## config.mk

```make
export PLATFORM = sky130hd
export DESIGN_NAME = fdivsqrt_iter_ctrl
export DESIGN_NICKNAME = d
export VERILOG_FILES = /design/src/rtl/fdivsqrt_iter_ctrl_pkg.sv /design/src/rtl/fdivsqrt_iter_ctrl_cyclecnt.sv /design/src/rtl/fdivsqrt_iter_ctrl.sv
export SDC_FILE = /design/constraint.sdc
export NUM_CORES = 1
export LEC_CHECK = 0
export ABC_AREA = 1
export BUFFER_PORTS_ARGS = -buffer_cell sky130_fd_sc_hd__buf_2
export CAP_MARGIN = 10
export CORE_MARGIN = 2
export CORE_UTILIZATION = 45
export DETAILED_ROUTE_END_ITERATION = 16
export MAX_ROUTING_LAYER = met4
export PLACE_DENSITY = 0.68
export SYNTH_ARGS = -nofsm -noshare
export SYNTH_HDL_FRONTEND = slang
export SYNTH_SLANG_ARGS = --single-unit
```

## constraint.sdc

```tcl
create_clock -name clk -period 1.91 [get_ports clk]
set_input_delay 0.2865 -clock clk [delete_from_list [all_inputs] [get_ports clk]]
set_output_delay 0.2865 -clock clk [all_outputs]
set_load 0.05 [all_outputs]
```

## src/rtl/fdivsqrt_iter_ctrl_pkg.sv

```systemverilog
// Shared types, per-format fraction widths and iteration-count helper for the
// divide/sqrt iteration controller.
package fdivsqrt_iter_ctrl_pkg;

  typedef enum logic [1:0] {
    IDLE = 2'd0,
    BUSY = 2'd1,
    DONE = 2'd2
  } state_t;

  localparam int NF_H = 10;
  localparam int NF_S = 23;
  localparam int NF_D = 52;
  localparam int NF_Q = 112;

  // Cycles needed to retire Nf+3 quotient bits at log2(radix)*divcopies bits per cycle.
  function automatic int iter_count(input int nf, input int radix, input int divcopies);
    int bits;
    bits = ((radix == 4) ? 2 : 1) * divcopies;
    return (nf + 3 + bits - 1) / bits;
  endfunction

endpackage

```

## src/rtl/fdivsqrt_iter_ctrl_cyclecnt.sv

```systemverilog
// Per-format iteration count, presented as N-1 ready to load into the down-counter.
module fdivsqrtcyclecnt
  import fdivsqrt_iter_ctrl_pkg::*;
#(
  parameter int RADIX     = 4,
  parameter int DIVCOPIES = 2,
  parameter int CW        = 6
) (
  input  logic [1:0]    fmt,
  output logic [CW-1:0] nm1
);

  localparam int N_H = iter_count(NF_H, RADIX, DIVCOPIES);
  localparam int N_S = iter_count(NF_S, RADIX, DIVCOPIES);
  localparam int N_D = iter_count(NF_D, RADIX, DIVCOPIES);
  localparam int N_Q = iter_count(NF_Q, RADIX, DIVCOPIES);

  int n;

  always_comb begin
    case (fmt)
      2'b00:   n = N_H;
      2'b01:   n = N_S;
      2'b10:   n = N_D;
      default: n = N_Q;
    endcase
    nm1 = CW'(n - 1);
    // Q is the longest format, so if it fits every format fits.
    assert (RADIX == 2 || RADIX == 4) else $error("fdivsqrtcyclecnt: RADIX must be 2 or 4");
    assert ((N_Q - 1) < (1 << CW)) else $error("fdivsqrtcyclecnt: CW too narrow for Q iteration count");
  end

endmodule

```

## src/rtl/fdivsqrt_iter_ctrl.sv

```systemverilog
// Divide/sqrt recurrence iteration controller: IDLE/BUSY/DONE sequencing with a
// down-counting iteration timer. Early exit on zero residual when FDIVSQRT_EARLY_TERM_EN is defined.
//
// state | meaning
// IDLE  | waiting for a request, Ready=1
// BUSY  | recurrence running, counter counts N-1 down to 0
// DONE  | result valid, held until AckM
module fdivsqrt_iter_ctrl
  import fdivsqrt_iter_ctrl_pkg::*;
#(
  parameter int RADIX     = 4,
  parameter int DIVCOPIES = 2,
  parameter int CW        = 6
) (
  input  logic       clk,
  input  logic       reset_n,
  input  logic       StartV,
  output logic       Ready,
  input  logic       SqrtE,
  input  logic [1:0] FmtE,
  input  logic       SpecialCaseE,
  input  logic       WZeroE,
  input  logic       FlushE,
  input  logic       AckM,
  output logic       IFDivStartE,
  output logic       FDivBusyE,
  output logic       DoneV,
  output logic       EarlyTermE
);

  state_t        state;
  state_t        state_nxt;
  logic [CW-1:0] cnt;
  logic [CW-1:0] cnt_nm1;
  logic          accept;
  logic          cnt_tc;
  logic          early_exit;

  // Divide and sqrt share the same iteration count.
  logic sqrt_unused;
  assign sqrt_unused = SqrtE;

  fdivsqrtcyclecnt #(
    .RADIX    (RADIX),
    .DIVCOPIES(DIVCOPIES),
    .CW       (CW)
  ) u_cyclecnt (
    .fmt(FmtE),
    .nm1(cnt_nm1)
  );

  assign cnt_tc = (cnt == '0);

`ifdef FDIVSQRT_EARLY_TERM_EN
  logic early_term_q;

  assign early_exit = (state == BUSY) & WZeroE & ~cnt_tc;

  always_ff @(posedge clk or negedge reset_n) begin
    if (!reset_n)                    early_term_q <= 1'b0;
    else if (accept)                 early_term_q <= 1'b0;
    else if (early_exit && !FlushE)  early_term_q <= 1'b1;
  end

  assign EarlyTermE = early_term_q;
`else
  logic wzero_unused;
  assign wzero_unused = WZeroE;
  assign early_exit   = 1'b0;
  assign EarlyTermE   = 1'b0;
`endif

  always_ff @(posedge clk or negedge reset_n) begin
    if (!reset_n) state <= IDLE;
    else          state <= state_nxt;
  end

  always_comb begin
    state_nxt = state;
    case (state)
      IDLE:    if (accept) state_nxt = SpecialCaseE ? DONE : BUSY;
      BUSY:    if (cnt_tc || early_exit) state_nxt = DONE;
      DONE:    if (AckM) state_nxt = IDLE;
      default: state_nxt = IDLE;
    endcase
    if (FlushE) state_nxt = IDLE;
  end

  always_comb begin
    Ready       = (state == IDLE);
    DoneV       = (state == DONE);
    accept      = StartV & Ready & ~FlushE;
    IFDivStartE = accept;
    FDivBusyE   = accept | (state == BUSY);
  end

  // Loaded with N-1 so BUSY spans exactly N cycles, terminal count at zero.
  always_ff @(posedge clk or negedge reset_n) begin
    if (!reset_n)                      cnt <= '0;
    else if (accept)                   cnt <= cnt_nm1;
    else if (state == BUSY && !cnt_tc) cnt <= cnt - CW'(1);
  end

endmodule

```

==> metrics.csv <==
stage,metric,value,unit
run_status,status,finished clean,
final_layout,diodes,0,
hold_path,hold_class,input pin to register,
cts,cts_sinks,8,
worst_setup_path,crit_path_max_fanout,5,
final_layout,final_core_util,57.3,%
worst_setup_path,worstPathRequired,2.09,ns
final_layout,syn_to_final_growth,14.8,%
global_routing,antenna_found_initial,0,
synthesis,synth_common_cells,"nand2_1, inv_1, nor2_1",
drt,drt-wirelength-per-cell,9.64,um
cts,path_clk_slew,0.05,ns
drt,initialDrtViolationCount,12,
global_routing,grt_use_total,15.5,%
global_routing,grt_overflow_total,0,
worst_setup_path,max_stage_delay,0.45,ns
sta,final_hold_viol_count,0,
cts,cts_setup_buffers,0,
global_routing,grt_pass1_vias,523,
sta,maxSlewViolCount,0,
worst_setup_path,cp-start-kind,register,
sta,hold_slack,0.327,ns
cts,ctsHtreeMaxLevel,1,
global_routing,top_usage_layer,met2,
placed_design,post-dp-hpwl,981,um
synthesis,synth-edff-count,0,
power_and_ir_drop,p_per_area,1160,nW/um2
worst_setup_path,worst-setup-path-type,register to register,
placed_design,place_inst,117,
die,die-area,1800,um2
global_routing,gr-usage-met1,20.1,%
power_and_ir_drop,vdd_drop_max,0.000624,V
synthesis,synth_warnings,0,
die,die_h,42.5,um
sta,totalNegativeSetupSlack,0,ns
sta,rsz0062_at_grt,false,
drt,via_per_inst,4.77,
drt,wirelength,1170,um
drt,drtAntennaViolNets,0,
global_routing,grt_pass1_wl,2080,um
cts,cts_buffer_depth,2,
worst_setup_path,crit_arrival,1.86,ns
synthesis,syn_avg_cell_area,7.24,um2
die,core_area,1330,um2
die,die_w,42.5,um
placed_design,port-buffer-count,11,
drt,dr.pass1.iters,4,
die,initial_core_util,49.9,%
final_layout,final_nets,122,
cts,clk_latency,0.25,ns
worst_setup_path,cp_slowest_cell,dfrtp_1,
final_layout,drive_above_1_share,30.2,%
synthesis,syn_inst,92,
sta,finalClockSkew,0.00543,ns
global_routing,met3_usage,7.76,%
synthesis,synth_area,666,um2
synthesis,yosysTopAreaCell,dfrtp_1,
synthesis,synth_flop_cell,dfrtp_1,
final_layout,fillers,147,
cts,cts.repair.resized,0,
synthesis,ys_types,25,
power_and_ir_drop,power_leakage,0.417,nW
cts,cts_buffers,3,
sta,post-route-period-util,87.9,%
drt,vias,577,
synthesis,ys_seq_area_share,30.1,%
final_layout,stdcell_count,121,
flow_run,drv_cap,0,
worst_setup_path,path_cells,inv_2 -> nand2_2 -> nor2_2 -> nand2_1 -> nand2_1 -> ha_1 -> nor3b_1 -> nand3_1 -> a31oi_1,
synthesis,synth_top_area_share,30.1,%
global_routing,use_met2,23.4,%
sta,setup_viol,0,
sta,fmax,0.596,GHz
die,rows,13,
cts,cts_tree,built,
sta,min_period,1.68,ns
die,num_io_pins,15,
drt,drcViolationCount,0,
synthesis,synthTopCellsByArea,"dfrtp_1, nand2_1, ha_1",
synthesis,synth_seq_cells,8,
worst_setup_path,cpMostUsedCell,nand2_1,
cts,cts-root-buf,clkbuf_4,
synthesis,syn_nets,106,
placed_design,place.gp.congestion,0.816,
global_routing,grt_max_degree,11,
worst_setup_path,endpoint_kind,register,
cts,holdBufCountCts,1,
synthesis,async_reset_ff_share,100,%
synthesis,synth.most_common_cell,nand2_1,
==> report_power, final <==
| group | total (W) | switching, W | internal (W) |
|---|---|---|---|
| logic | 0.000468 | 0.000311 | 0.000158 |
| registers | 0.000291 | 0.0000629 | 0.000228 |
| clock network | 0.000125 | 0.0000537 | 0.0000716 |
==> through the flow <==
stage | instance area [um2] | worst slack, ns | power [W]
6_report | 764 | 0.231 | 0.000885
4_1_cts | 764 | 0.211 | 0.000896
3_3_place_gp | 732 | 0.193 | 0.000758
5_1_grt | 764 | 0.0323 | 0.000975
2_1_floorplan | 666 | 0.000489 | 0.000674
3_5_place_dp | 732 | 0.176 | 0.000764
==> kinds of logic after synthesis <==
logic type	after synthesis	synth area share (%)
other	1	0.563
buffers and inverters	17	10.2
AOI/OAI and AO/OA	8	7.14
adders and majority gates	4	7.52
and+or+nand+nor	53	43.2
DFF	8	30.1
xor gates and xnor gates	1	1.32
==> worst max-delay path: cells and delay by family (launching register included) <==
kind | cells | cell delay [ns]
simple gates | 6 | 0.71
fa+ha+maj | 1 | 0.15
buf+inv | 1 | 0.11
flops | 1 | 0.45
compound gates | 1 | 0.17
==> layout by cell type, fill, tap and decap left out, drive strengths merged, types with 3 or more instances in the layout <==
cell type and n:
buf 11, nand2 26, a21oi 3, ha 4, o21ai 3, inv 16
dfrtp 8, nand3 7, clkbuf 3, nor2 17
==> per-layer routing <==
| layer | vias to the layer above | part of all wire [%] |
|---|---|---|
| met5 | - | 0 |
| met4 | 0 | 0 |
| met3 | 0 | 6.5 |
| met2 | 11 | 45 |
| met1 | 252 | 48 |
| li1 | 314 | - |
==> state kept, by name (all words and copies together), names as in the netlist <==
register and cells:
state 2, cnt 6
==> final cells by class <==
type | instances | area (um2) | share of cell area [%]
Clock buffer | 3 | 22.5 | 2.95
Inverter | 16 | 60.1 | 7.86
Multi-Input combinational cell | 67 | 398 | 52.0
Sequential cell | 8 | 200 | 26.2
Tap cell | 15 | 18.8 | 2.45
Timing Repair Buffer | 12 | 65.1 | 8.51
==> worst paths after layout <==
check,start,endpoint,slack [ns],depth (start not counted)
max,state[1],cnt[4],0.23,9
min,FlushE,state[0],0.33,4
max reg2reg,state[1],cnt[4],0.23,9
min reg2reg,cnt[5],cnt[5],0.52,2
max in group asynchronous,reset_n,cnt[5],1.34,2
min in group asynchronous,reset_n,cnt[4],0.40,2
No activity file was read; power rests on OpenSTA's default activity.
